[src/rtl/seg_scan_controller.sv]
`default_nettype none
// ============================================================================
// Module   : seg_scan_controller
// Brief    : Time-multiplexed scan controller for a 4-digit common-anode
//            7-segment display with a double-buffered value and load/ack.
// Revision : 1.0 - initial release
// ============================================================================
module seg_scan_controller #(
    parameter int DIGIT_CYCLES = 100000,
    parameter int BLANK_CYCLES = 1000
) (
    input  logic        clk,
    input  logic        rst,
    input  logic        enable,
    input  logic [15:0] num_in,
    input  logic [3:0]  dp_in,
    input  logic        blank_lz,
    input  logic        load,
    output logic        load_ack,
    output logic [6:0]  seg,
    output logic        dp,
    output logic [3:0]  an,
    output logic        frame_tick
);

    localparam int c_cnt_max = (DIGIT_CYCLES > BLANK_CYCLES) ? DIGIT_CYCLES : BLANK_CYCLES;
    localparam int c_cnt_w   = (c_cnt_max > 1) ? $clog2(c_cnt_max) : 1;
    localparam logic [c_cnt_w-1:0] c_digit_last = c_cnt_w'(DIGIT_CYCLES - 1);
    localparam logic [c_cnt_w-1:0] c_blank_last =
        (BLANK_CYCLES > 0) ? c_cnt_w'(BLANK_CYCLES - 1) : '0;

    typedef enum logic [1:0] {
        ST_OFF   = 2'd0,
        ST_SHOW  = 2'd1,
        ST_BLANK = 2'd2
    } state_t;

    state_t               r_state;
    logic [1:0]           r_idx;
    logic [c_cnt_w-1:0]   r_cnt;
    logic [15:0]          r_disp_num;
    logic [3:0]           r_disp_dp;
    logic [15:0]          r_pend_num;
    logic [3:0]           r_pend_dp;
    logic                 r_pend_full;
    logic [6:0]           r_seg;
    logic                 r_dp;
    logic [3:0]           r_an;
    logic                 r_load_ack;
    logic                 r_frame_tick;

    logic                 w_digit_end;
    logic                 w_blank_end;
    logic                 w_boundary;
    logic                 w_swap;
    logic                 w_accept;
    logic [3:0]           w_nib;
    logic                 w_upper_zero;
    logic                 w_suppress;
    logic [6:0]           w_seg_code;

    function automatic logic [6:0] seg_decode(input logic [3:0] nib);
        logic [6:0] code;
        case (nib)
            4'h0:    code = 7'b1000000;
            4'h1:    code = 7'b1111001;
            4'h2:    code = 7'b0100100;
            4'h3:    code = 7'b0110000;
            4'h4:    code = 7'b0011001;
            4'h5:    code = 7'b0010010;
            4'h6:    code = 7'b0000010;
            4'h7:    code = 7'b1111000;
            4'h8:    code = 7'b0000000;
            4'h9:    code = 7'b0010000;
            default: code = 7'b0000001;
        endcase
        return code;
    endfunction

    always_comb begin
        w_digit_end = (r_state == ST_SHOW)  && (r_cnt == c_digit_last);
        w_blank_end = (r_state == ST_BLANK) && (r_cnt == c_blank_last);
        // The frame ends on the last cycle of digit 3's slot, whichever phase closes it.
        w_boundary  = (r_idx == 2'd3) && ((BLANK_CYCLES > 0) ? w_blank_end : w_digit_end);
        w_swap      = r_pend_full && (w_boundary || (r_state == ST_OFF));
        w_accept    = load && (!r_pend_full || w_swap);
        w_nib       = r_disp_num[{r_idx, 2'b00} +: 4];
        case (r_idx)
            2'd1:    w_upper_zero = (r_disp_num[15:4]  == 12'd0);
            2'd2:    w_upper_zero = (r_disp_num[15:8]  == 8'd0);
            2'd3:    w_upper_zero = (r_disp_num[15:12] == 4'd0);
            default: w_upper_zero = 1'b0;
        endcase
        w_suppress  = blank_lz && w_upper_zero;
        w_seg_code  = seg_decode(w_nib);
    end

    always_ff @(posedge clk) begin
        if (rst) begin
            r_state      <= ST_OFF;
            r_idx        <= 2'd0;
            r_cnt        <= '0;
            r_disp_num   <= 16'd0;
            r_disp_dp    <= 4'd0;
            r_pend_num   <= 16'd0;
            r_pend_dp    <= 4'd0;
            r_pend_full  <= 1'b0;
            r_seg        <= 7'h7F;
            r_dp         <= 1'b1;
            r_an         <= 4'hF;
            r_load_ack   <= 1'b0;
            r_frame_tick <= 1'b0;
        end else begin
            r_frame_tick <= w_boundary;
            r_load_ack   <= w_accept;

            // Display takes the old pending value before a same-cycle load overwrites it.
            if (w_swap) begin
                r_disp_num <= r_pend_num;
                r_disp_dp  <= r_pend_dp;
            end
            if (w_accept) begin
                r_pend_num  <= num_in;
                r_pend_dp   <= dp_in;
                r_pend_full <= 1'b1;
            end else if (w_swap) begin
                r_pend_full <= 1'b0;
            end

            if (enable && (r_state == ST_SHOW) && !w_suppress) begin
                r_an  <= ~(4'b0001 << r_idx);
                r_seg <= w_seg_code;
                r_dp  <= ~r_disp_dp[r_idx];
            end else begin
                r_an  <= 4'hF;
                r_seg <= 7'h7F;
                r_dp  <= 1'b1;
            end

            if (!enable) begin
                r_state <= ST_OFF;
                r_idx   <= 2'd0;
                r_cnt   <= '0;
            end else begin
                case (r_state)
                    ST_OFF: begin
                        r_state <= ST_SHOW;
                        r_idx   <= 2'd0;
                        r_cnt   <= '0;
                    end
                    ST_SHOW: begin
                        if (w_digit_end) begin
                            r_cnt <= '0;
                            if (BLANK_CYCLES > 0) begin
                                r_state <= ST_BLANK;
                            end else begin
                                r_idx <= r_idx + 2'd1;
                            end
                        end else begin
                            r_cnt <= r_cnt + 1'b1;
                        end
                    end
                    ST_BLANK: begin
                        if (w_blank_end) begin
                            r_cnt   <= '0;
                            r_idx   <= r_idx + 2'd1;
                            r_state <= ST_SHOW;
                        end else begin
                            r_cnt <= r_cnt + 1'b1;
                        end
                    end
                    default: begin
                        r_state <= ST_OFF;
                        r_idx   <= 2'd0;
                        r_cnt   <= '0;
                    end
                endcase
            end
        end
    end

    assign seg        = r_seg;
    assign dp         = r_dp;
    assign an         = r_an;
    assign load_ack   = r_load_ack;
    assign frame_tick = r_frame_tick;

endmodule
`default_nettype wire
[config.mk]
export PLATFORM = sky130hd
export DESIGN_NAME = seg_scan_controller
export DESIGN_NICKNAME = d
export VERILOG_FILES = /design/src/rtl/seg_scan_controller.sv
export SDC_FILE = /design/constraint.sdc
export NUM_CORES = 1
export LEC_CHECK = 0
export CORE_AREA = 2 2 72 101
export CTS_CLUSTER_DIAMETER = 30
export DETAILED_ROUTE_END_ITERATION = 16
export DIE_AREA = 0 0 74 103
export PLACE_DENSITY = 0.77
export SLEW_MARGIN = 25
export SYNTH_ARGS = -nofsm -noshare
export SYNTH_HDL_FRONTEND = slang
export SYNTH_SLANG_ARGS = --single-unit
[constraint.sdc]
create_clock -name clk -period 2.35 [get_ports clk]
set_clock_uncertainty 0.05 [all_clocks]
set_input_delay 0.5875 -clock clk [delete_from_list [all_inputs] [get_ports clk]]
set_output_delay 0.5875 -clock clk [all_outputs]
set_load 0.1 [all_outputs]
==> flow_metrics.tcl <==
set metrics [dict create \
    outcome "complete, no violations" \
    crit_fanout 9 \
    grt_max_degree 64 \
    relSlewSlack_pct 59.04 \
    htreeDepth 3 \
    path_clk_slew_ns 0.08 \
    drcViolationCount 0 \
    wl_met2_um 3172 \
    drtPass1Iterations 4 \
    dr_total_vias 2405 \
    die_h_um 103 \
    ys_warn_count 0 \
    synth_cells 345 \
    synth.most_common_cell "dfxtp_1" \
    ctsResizeCount 0 \
    finalCritPeriodShare_pct 88.61 \
    start_util_pct 52.41 \
    grt_pass1_wl_um 10420 \
    synth_adder_area_share_pct 5.265 \
    synth_top_flop_cell "dfxtp_1" \
    grt_pass1_vias 2318 \
    fin_setup_tns_ns 0 \
    synth.top_cells.by_count "76 x dfxtp_1, 63 x nand2b_1, 45 x mux2i_1" \
    nFillCells 583 \
    synth_compound_area_share_pct 5.546 \
    synth-xor-area-share_pct 2.703 \
    num_antenna_cells 0 \
    ir_worst_vdd_mv 0.3635 \
    finalHoldViolations 0 \
    syn_avg_cell_area_um2 10.33 \
    ys_top_cells_by_area "dfxtp_1 43%, mux2i_1 13%, nand2b_1 11%, ha_1 5.3%, mux4_2 3.2%" \
    max_freq_mhz 480.2 \
    hpwl_um 4321 \
    cts-root-buf "clkbuf_8" \
    setup_viol_count_final 0 \
    nets 421 \
    antenna_left 0 \
    cp_slowest_cell "mux4_2" \
    power_density_nw_per_um2 588.7 \
    syn-cell-area_um2 3565 \
    clock_tree.buffer_depth 2 \
    hold_path_class "register to register" \
    wl_met3_um 168 \
    wl_per_cell_um 12.66 \
    cts_hold_buffers 0 \
    area_growth_pct 16.71 \
    hold_ws_ns 0.4110 \
    cp.arrival_ns 2.25 \
    cts_sinks 76 \
    synth_cell_types 48 \
    cts_tree "done" \
    synth-simple-area-share_pct 23.97 \
    synth_top_area_share_pct 42.68 \
    critPathRequiredTime_ns 2.52 \
    total_power_mw 2.449 \
    max-cap-violations 0 \
    seq_area_frac_synth_pct 42.68 \
    p_leak_nw 1.520 \
    viasPerCell 5.010 \
    place.gp.congestion 0.8866 \
    synth_mux_area_share_pct 16.11 \
    numCtsBuffers 9 \
    yosys.area.top_type "dfxtp_1" \
    cp-start-kind "register" \
    endpoint_kind "register" \
    synth_enable_flop_cells 0 \
    crit_family "multiplexers" \
    finalWirelength_um 6078 \
    die_w_um 74 \
    rsz0062_at_grt "no" \
    async_flop_share_pct 0 \
    synth_seq_cells 76 \
    drive_gt1_share_pct 13.25 \
    crit_chain "mux4_2, ha_1, mux2_2, o22ai_1, nand2_1" \
    grt_remaining_overflow 0 \
    synth_top_family_by_area "simple AND/OR/NAND/NOR gates" \
    crit_buf_inv 0 \
    clkLatencyLatePin_ns 0.33 \
    met1_length_um 2677 \
    track_usage_pct 17.88 \
    fin_crit_ns 2.082 \
    core_um2 6802 \
    fin_area_um2 4160 \
    fp.dieArea_um2 7622 \
    critPathKind "register to register" \
    cts_setup_buffers 0 \
    slowest_delay_ns 0.62 \
    syn_nets 385 \
    io_pins 39 \
    place_area_um2 3991 \
    tightest_slew_ns 0.6129 \
    report.final.slew_viol_count 0 \
    port_buffers 38 \
    highest_layer "met4" \
    rows 36 \
    drt_iter0_markers 78 \
    antenna_found_initial 0 \
]
-- cell usage in the layout, fill, tap and decap left out, types with 2 or more instances in the layout --
master and instances:
nand2b_1 63, a211oi_1 5, mux2i_1 45, dfxtp_1 76
inv_1 9, nand2_1 21, mux4_2 5, a21oi_1 2
nand4_1 5, clkbuf_8 11, nor2b_1 3, o21ai_0 7
nor2_1 4, clkdlybuf4s50_1 24, buf_4 19, clkinv_2 2
or3_1 3, ha_1 15, nand3_1 6, nor4_1 4
nor3_1 15, a21o_1 2, xor2_1 7, xnor2_1 4
clkbuf_1 2, and4bb_2 2
-- kinds of logic after synthesis --
kind of cell | after synthesis
compound gates | 25
xor+xnor | 11
fa+ha+maj | 15
buf+inv | 28
flops | 76
mux | 51
simple gates | 139
-- worst paths after layout --
check / from / endpoint / slack, ns / depth (start not counted)
setup reg to reg: r_idx[0] / seg[0] / 0.27 / 5
hold / removal: r_cnt[0] / r_cnt[0] / 0.41 / 1
hold reg to reg: r_cnt[0] / r_cnt[0] / 0.41 / 1
setup / recovery: r_idx[0] / seg[0] / 0.27 / 5
-- layout make-up --
type                    instances  area (um2)  area share (%)
repair buffers                 44       402.9           9.684
clock inverters                 2       10.01          0.2406
clock buffers                  13       158.9           3.820
inverters                       9       33.78          0.8120
multi-input cells             241        1914           46.02
well taps                      95       118.9           2.857
flip-flops and latches         76        1521           36.57
-- registers in the layout (all words and copies together), names as in the netlist --
signal and flops:
r_pend_full 1, r_cnt 17, r_disp_num 16, frame_tick 1, r_state 2, an 4, r_idx 2, seg 7
r_pend_num 16, load_ack 1, r_pend_dp 4, dp 1, r_disp_dp 4
-- where the power goes --
part	total, mW	leakage (nW)	internal [mW]	switching [mW]
Clock	0.866	0.0893	0.433	0.433
Sequential	1.34	0.618	1.33	0.0157
Combinational	0.242	0.812	0.119	0.123
Total	2.45	1.52	1.88	0.571
-- metal layers --
layer  track usage, %  vias up
li1                 -     1270
met1            20.86     1096
met2            30.29       33
met3            5.279        6
met4            7.413        0
met5                0        -
-- metrics by stage --
| step | utilization, % | worst slack (ns) | std cells |
|---|---|---|---|
| 3_3_place_gp | 58.68 | 0.1501 | 465 |
| 2_1_floorplan | - | 0.4399 | 345 |
| 3_5_place_dp | 58.68 | 0.1212 | 465 |
| 5_1_grt | 61.17 | 0.04180 | 480 |
| 4_1_cts | 61.17 | 0.2417 | 480 |
| 6_report | 61.17 | 0.2677 | 480 |
(Power assumes the default switching activity.)
